<file path="config.mk">
export PLATFORM = sky130hd
export DESIGN_NAME = uart_operand_rx
export DESIGN_NICKNAME = d
export VERILOG_FILES = /design/src/rtl/uart_operand_rx.sv
export SDC_FILE = /design/constraint.sdc
export NUM_CORES = 1
export LEC_CHECK = 0
export CORE_ASPECT_RATIO = 0.6
export CORE_MARGIN = 2
export CORE_UTILIZATION = 55
export DETAILED_ROUTE_END_ITERATION = 8
export PLACE_DENSITY = 0.84
export SYNTH_ARGS = -nofsm -noshare
export SYNTH_HDL_FRONTEND = slang
export SYNTH_SLANG_ARGS = --single-unit
</file>
<file path="constraint.sdc">
create_clock -name clk -period 3.3 [get_ports clk]
set_input_delay 0.33 -clock clk [delete_from_list [all_inputs] [get_ports clk]]
set_output_delay 0.33 -clock clk [all_outputs]
set_load 0.05 [all_outputs]
</file>
<file path="src/rtl/uart_operand_rx.sv">
// -----------------------------------------------------------------------------
// uart_operand_rx
//
// 8N1 UART receiver that turns each good byte into the two 4-bit adder
// operands: the low nibble becomes operand A, the high nibble operand B.
// The operands hold their value until the next good frame is received.
//
// Ports:
//   clk         system clock
//   rst_n       asynchronous active-low reset
//   rx_in       asynchronous serial line, idle high
//   operand_a   latched low nibble of the last good byte
//   operand_b   latched high nibble of the last good byte
//   data_valid  one-cycle pulse when the operands update
//   frame_err   one-cycle pulse when the stop bit is sampled low
//   busy        high whenever the receiver is not idle
// -----------------------------------------------------------------------------
module uart_operand_rx #(
    parameter int CLKS_PER_BIT = 1042,
    parameter int CNT_W        = 11
) (
    input  logic       clk,
    input  logic       rst_n,
    input  logic       rx_in,
    output logic [3:0] operand_a,
    output logic [3:0] operand_b,
    output logic       data_valid,
    output logic       frame_err,
    output logic       busy
);

    // Mid-bit offset from the start edge and last count of a full bit period.
    localparam logic [CNT_W-1:0] HALF_LAST = CNT_W'((CLKS_PER_BIT / 2) - 1);
    localparam logic [CNT_W-1:0] BIT_LAST  = CNT_W'(CLKS_PER_BIT - 1);

    typedef enum logic [2:0] {
        ST_IDLE      = 3'd0,
        ST_START     = 3'd1,
        ST_DATA      = 3'd2,
        ST_STOP      = 3'd3,
        ST_WAIT_IDLE = 3'd4
    } state_t;

    state_t           state_q, state_d;
    logic             sync1_q;
    logic             rx_s_q;
    logic [CNT_W-1:0] cnt_q, cnt_d;
    logic [2:0]       bit_q, bit_d;
    logic [7:0]       shift_q, shift_d;
    logic [3:0]       a_q, a_d;
    logic [3:0]       b_q, b_d;
    logic             dv_q, dv_d;
    logic             fe_q, fe_d;
    logic             busy_q, busy_d;

    // Two-flop synchronizer; resets to the idle (high) line level so that
    // reset release never looks like a start edge.
    always_ff @(posedge clk or negedge rst_n) begin
        if (!rst_n) begin
            sync1_q <= 1'b1;
            rx_s_q  <= 1'b1;
        end else begin
            sync1_q <= rx_in;
            rx_s_q  <= sync1_q;
        end
    end

    // FSM, datapath and registered output state.
    always_ff @(posedge clk or negedge rst_n) begin
        if (!rst_n) begin
            state_q <= ST_IDLE;
            cnt_q   <= '0;
            bit_q   <= 3'd0;
            shift_q <= 8'h00;
            a_q     <= 4'h0;
            b_q     <= 4'h0;
            dv_q    <= 1'b0;
            fe_q    <= 1'b0;
            busy_q  <= 1'b0;
        end else begin
            state_q <= state_d;
            cnt_q   <= cnt_d;
            bit_q   <= bit_d;
            shift_q <= shift_d;
            a_q     <= a_d;
            b_q     <= b_d;
            dv_q    <= dv_d;
            fe_q    <= fe_d;
            busy_q  <= busy_d;
        end
    end

    // Next-state and output logic. Each state samples rx exactly once per
    // bit, at the point where the bit counter reaches its terminal value.
    always_comb begin
        state_d = state_q;
        cnt_d   = cnt_q;
        bit_d   = bit_q;
        shift_d = shift_q;
        a_d     = a_q;
        b_d     = b_q;
        dv_d    = 1'b0;
        fe_d    = 1'b0;

        case (state_q)
            ST_IDLE: begin
                if (rx_s_q == 1'b0) begin
                    state_d = ST_START;
                    cnt_d   = '0;
                end else begin
                    state_d = ST_IDLE;
                end
            end

            ST_START: begin
                if (cnt_q == HALF_LAST) begin
                    cnt_d = '0;
                    if (rx_s_q == 1'b1) begin
                        // Line went back high before mid-start: a glitch.
                        state_d = ST_IDLE;
                    end else begin
                        state_d = ST_DATA;
                        bit_d   = 3'd0;
                    end
                end else begin
                    cnt_d = cnt_q + CNT_W'(1);
                end
            end

            ST_DATA: begin
                if (cnt_q == BIT_LAST) begin
                    cnt_d   = '0;
                    // LSB arrives first, so shift in at the top and move right.
                    shift_d = {rx_s_q, shift_q[7:1]};
                    if (bit_q == 3'd7) begin
                        state_d = ST_STOP;
                        bit_d   = 3'd0;
                    end else begin
                        bit_d = bit_q + 3'd1;
                    end
                end else begin
                    cnt_d = cnt_q + CNT_W'(1);
                end
            end

            ST_STOP: begin
                if (cnt_q == BIT_LAST) begin
                    cnt_d = '0;
                    if (rx_s_q == 1'b1) begin
                        state_d = ST_IDLE;
                        a_d     = shift_q[3:0];
                        b_d     = shift_q[7:4];
                        dv_d    = 1'b1;
                    end else begin
                        // Stop bit low: possibly a break. Wait for the line
                        // to return high so the break is not seen as a start.
                        state_d = ST_WAIT_IDLE;
                        fe_d    = 1'b1;
                    end
                end else begin
                    cnt_d = cnt_q + CNT_W'(1);
                end
            end

            ST_WAIT_IDLE: begin
                if (rx_s_q == 1'b1) begin
                    state_d = ST_IDLE;
                end else begin
                    state_d = ST_WAIT_IDLE;
                end
            end

            default: begin
                state_d = ST_IDLE;
                cnt_d   = '0;
                bit_d   = 3'd0;
            end
        endcase

        busy_d = (state_d != ST_IDLE);
    end

    assign operand_a  = a_q;
    assign operand_b  = b_q;
    assign data_valid = dv_q;
    assign frame_err  = fe_q;
    assign busy       = busy_q;

endmodule

</file>
# Word-level counts from Yosys, hierarchy flattened
# Index checks and enable logic that the tools add are counted.
# Widths: inputs -> output; s select.
# totals
reg_bits,38
elab_cells,57
in_bits,3
# op_classes
eq_ne,11
n_addsub,2
n_bitwise,2
n_reduce_logical,8
muxes,23
# op_table
cell,n
$pmux 11 s4,1
$mux 11,3
$mux 3,9
$pmux 3 s5,1
$add 11x1->11 const B,1
$eq 11x10->1 const B,1
$eq 11x11->1 const B,1
$pmux 3 s3,1
$ne 2x2->1 const B,4
$mux 1,7
$eq 3x2->1 const B,2
$eq 3x3->1 const B,2
$reduce_and 2->1,2
$reduce_and 4->1,1
$add 3x1->3 const B,1
$eq 3x1->1 const B,1
$logic_not 3->1,1
$reduce_and 3->1,1
$reduce_bool 3->1,1
$reduce_or 3->1,1
$mux 2,1
$not 1->1,2
$reduce_or 2->1,1

# Longest topological paths before layout
# depth
depth_word,5
ltp_mapped,8
ltp_nobuf,7

# Least setup slack after synthesis
# Ideal clock, no wire load.
# synth_path
path_kind,reg-to-reg
start,register cnt_q[0]
end,register shift_q[0]
t_required_ps,3175
path_buffers,1
path_stages_with_launch,7
slack_ps,1491
t_arrival_ps,1684
period_less_slack_ps,1809
cell_sequence,dfrtp_1 -> ha_1 -> and3_1 -> and4_2 -> buf_2 -> nand2_1 -> mux2_2
# synth_between
elab_chain_cells,2
# synth_lines
item,line,rtl
start: declaration,47,"logic [CNT_W-1:0] cnt_q, cnt_d;"
start signal: assignment,82,cnt_q <= cnt_d;
$eq 11x11->1,131,if (cnt_q == BIT_LAST) begin
$reduce_and 2->1 (no line),n/a,
end signal: assignment,84,shift_q <= shift_d;
end: declaration,49,"logic [7:0] shift_q, shift_d;"
# Every way passes these cells.
# A chain may end at the register's enable or synchronous reset.

# Worst setup path in the final report
# layout_path
start,register cnt_q[4]
end,register busy_q (netlist: busy)
# layout_between
elab_chain_cells,4
elab_cells_between_ends,7
# layout_lines
item,line,rtl
$eq 11x11->1 / $eq 11x10->1 (equally long branches),"131, 147, 116",
$mux 3 (on tied branches),"147, 116, 131",
$pmux 3 s5 (*),105,case (state_q)
$reduce_bool 3->1 (*),180,busy_d = (state_d != ST_IDLE);
named net busy_d,54,"logic busy_q, busy_d;"
end signal: assignment,89,busy_q <= busy_d;
end: declaration,54,
# Mark *: on every way through the listed nets, which the timed path passes. The rest lies on a longest branch.

==> results.md <==
- Outcome: completed
- Setup violators final: 0
- Synth top cells by count: dfrtp_1, nand2_1, nand3_1, nor2_1, mux2_4
- WHS: between 0.1 and 0.15 ns
- Core Area: around 0.0032 sq mm
- Cts repair resizes: 0
- Seq/Total Area, Yosys: 0.5131
- Critical path launch point: cnt_q[4]
- Vias in the first global route: between 1k and 1.5k
- Seq cells post-synth: 38
- Reg-to-reg slack, setup: 1.29 ns
- Clk root buf: clkbuf_8
- RR Endpoint: busy
- Die area: just under 0.004 sq mm
- Buffers on Ports: 13
- Multi-input logic area: 828.3 sq um
- Initial Utilization: 0.5729
- Total GRT Usage: 0.2044
- RSZ-0062 raised after global routing: false
- GP Congestion: approximately 1
- Post-Route WL: roughly 3.6 mm
- Die Width: slightly below 80 um
- H-tree levels: 2
- Gate power share: 0.012
- Drt drc: 0
- CTS tree: done
- Minimum clock period: 2.009 ns
- DRT iter0 DRCs: between 100 and 150
- Worst-path clk slew: ~0.07 ns
- # Post-CTS Setup Buffers: 0
- First-pass GRT wire length: around 6 mm
- CP Class: reg -> reg
- Top cells by area, synth: dfrtp_1, mux2_4, mux2_2, nand3_1, nand2_1
- Synth warn: 0
- RR Startpoint: cnt_q[4]
- Reg power frac: 0.487
- Vias/cell: 5.721
- Top FF cell, synth: dfrtp_1
- Hold WC Path Type: in -> async
- Final Cycle Share: 0.6088
- Syn Area/Cell: 11.19 sq um
- Worst Path Max Fanout: 7
- Slew headroom: 0.4655
- First drt pass iteration count: 5
- Top cell type by total area after synthesis: dfrtp_1
- Drt wl/cell: 16.04 um
- Clock buffer depth: 2
- Clock latency on the worst-skew pair: between 0.2 and 0.3 ns
- Detail Placement HPWL: 2.545 mm
- Sw frac: 0.1771
- Cell Int Power: 0.0007917 W
- Hold_buf cts: 0
- R2r worst-path depth: 5
- Critical Path End Type: flop
- Layout cell share with drive strength beyond 1: 0.2044
- Max Clk Rate: around 500 MHz
- Ports: 14
- Syn-to-layout area delta: 14.55%
- Final #Nets: about 190
- WP data required: 3.46 ns
- Worst clock skew: approximately 0.0048 ns
- Count leader, synth: dfrtp_1
- Crit start category: flop
- Initial antenna violation count: 0
- Max-Cap Viols: 0
- Netlist Area Pre-Place: 0.001858 sq mm
- Post-synthesis cell type count: 44
- Antenna viol nets, final: 0
- Gate Count Post-Synth: 166
- Antenna cells: 0
- Setup total negative slack: 0 ns
- Cell Rows: 16
- Power Density: between 400 and 500 mW/mm^2
- Final Slew Violations: 0
- Syn nets: around 170
- Die Y: approximately 49 um
- P_sw: between 0.00015 and 0.0002 W
- Num CTS Buffers: 5
- Final-report hold violation count: 0
- Largest net degree at the start of global routing: 39
- Peak supply drop: around 0.00025 V
- CTS Sinks: 38
- Area share of the largest cell type after synthesis: 0.4848
- Via count: 1293
- Least-Margin Pin Slew: 0.8018 ns
- Leakage power: 0.9821 nW
- EDFF count, synth: 0
- Gr ovfl total: 0
- # fillers: 256
- Reg area: about 950 sq um
- Data arrival, critical path: ~2.2 ns
- Clk pwr share: 0.501
- Post-synthesis async set-or-reset flop share: 1.000
## area by class of cell
| class | count | area share |
|---|---|---|
| Clock inverter | 2 | 0.02822 |
| Tap cell | 45 | 0.02646 |
| Sequential cell | 38 | 0.4480 |
| Multi-Input combinational cell | 117 | 0.3892 |
| Inverter | 4 | 0.007055 |
| Timing Repair Buffer | 14 | 0.06232 |
| Clock buffer | 6 | 0.03880 |
## cell usage in the layout, fill, tap and decap left out, types with 3 or more instances in the layout
cell type / n
mux2_4: 8
a22o_1: 3
inv_1: 4
mux2_2: 7
dfrtp_1: 36
nand2_1: 17
clkdlybuf4s50_1: 12
nor2_1: 13
ha_1: 5
nor3_1: 5
o21ai_0: 7
a21oi_1: 3
clkbuf_8: 6
and3_1: 3
nand3_1: 14
a31oi_1: 3
## sequential cells by signal, summed over array words and instances (netlist names)
name and cells:
busy 1, cnt_q 11, bit_q 3, frame_err 1, shift_q 8, operand_a 4, operand_b 4, data_valid 1
state_q 3, rx_s_q 1, sync1_q 1
## worst max path at each step
stage          slack, ns      endpoint
5_1_grt             1.24      bit_q[2]
3_3_place_gp        1.45  operand_b[2]
4_1_cts             1.33          busy
6_report            1.29          busy
2_1_floorplan       1.49    shift_q[0]
3_5_place_dp        1.38    shift_q[5]
## worst max-delay path, cell delays in order (launching register included)
cell and delay, ns:
dfrtp_1 0.47, nor4b_2 0.35, nand3_1 0.20, a21o_2 0.28, a22oi_1 0.21, or3b_1 0.38
## metrics by stage
stage / util / power [W] / area, sq um / setup slack [ns] / cells
global route: 0.6563 / 0.0009994 / 2128 / 1.237 / 226
detailed placement: 0.6123 / 0.0004896 / 1986 / 1.382 / 218
floorplan: - / 0.0004784 / 1858 / 1.491 / 166
global placement: 0.6123 / 0.0004896 / 1986 / 1.446 / 218
CTS: 0.6563 / 0.0009691 / 2128 / 1.333 / 226
finish: 0.6563 / 0.0009621 / 2128 / 1.291 / 226
## power by group through the flow
stage,Sequential [W],Clock [W],Combinational [W]
detailed placement,0.000478,0,0.0000118
global route,0.000469,0.000517,0.0000133
CTS,0.000469,0.000488,0.0000120
finish,0.000469,0.000482,0.0000111
global placement,0.000478,0,0.0000117
floorplan,0.000478,0,0.000000803
## logic make-up (layout without fill, tap and decap cells)
kind of cell               Yosys count  count (layout)  synth area share
AOI/OAI and AO/OA                   24              24           0.08553
xor gates and xnor gates             2               2          0.009429
adders and majority gates            5               5           0.03367
buffers and inverters               11              26           0.04106
DFF                                 38              38            0.5131
muxes                               17              17            0.1179
and+or+nand+nor                     69              69            0.1993
## metal layers
| layer | global-route usage | vias up | share of wire | routed length (um) |
|---|---|---|---|---|
| met3 | 0.07407 | 4 | 0.084 | 306 |
| met2 | 0.2895 | 57 | 0.45 | 1637 |
| met4 | 0.04598 | 0 | 0.0039 | 14 |
| met5 | 0 | - | 0 | 0 |
| met1 | 0.3022 | 618 | 0.46 | 1666 |
| li1 | - | 614 | - | - |
(Power assumes the default switching activity.)
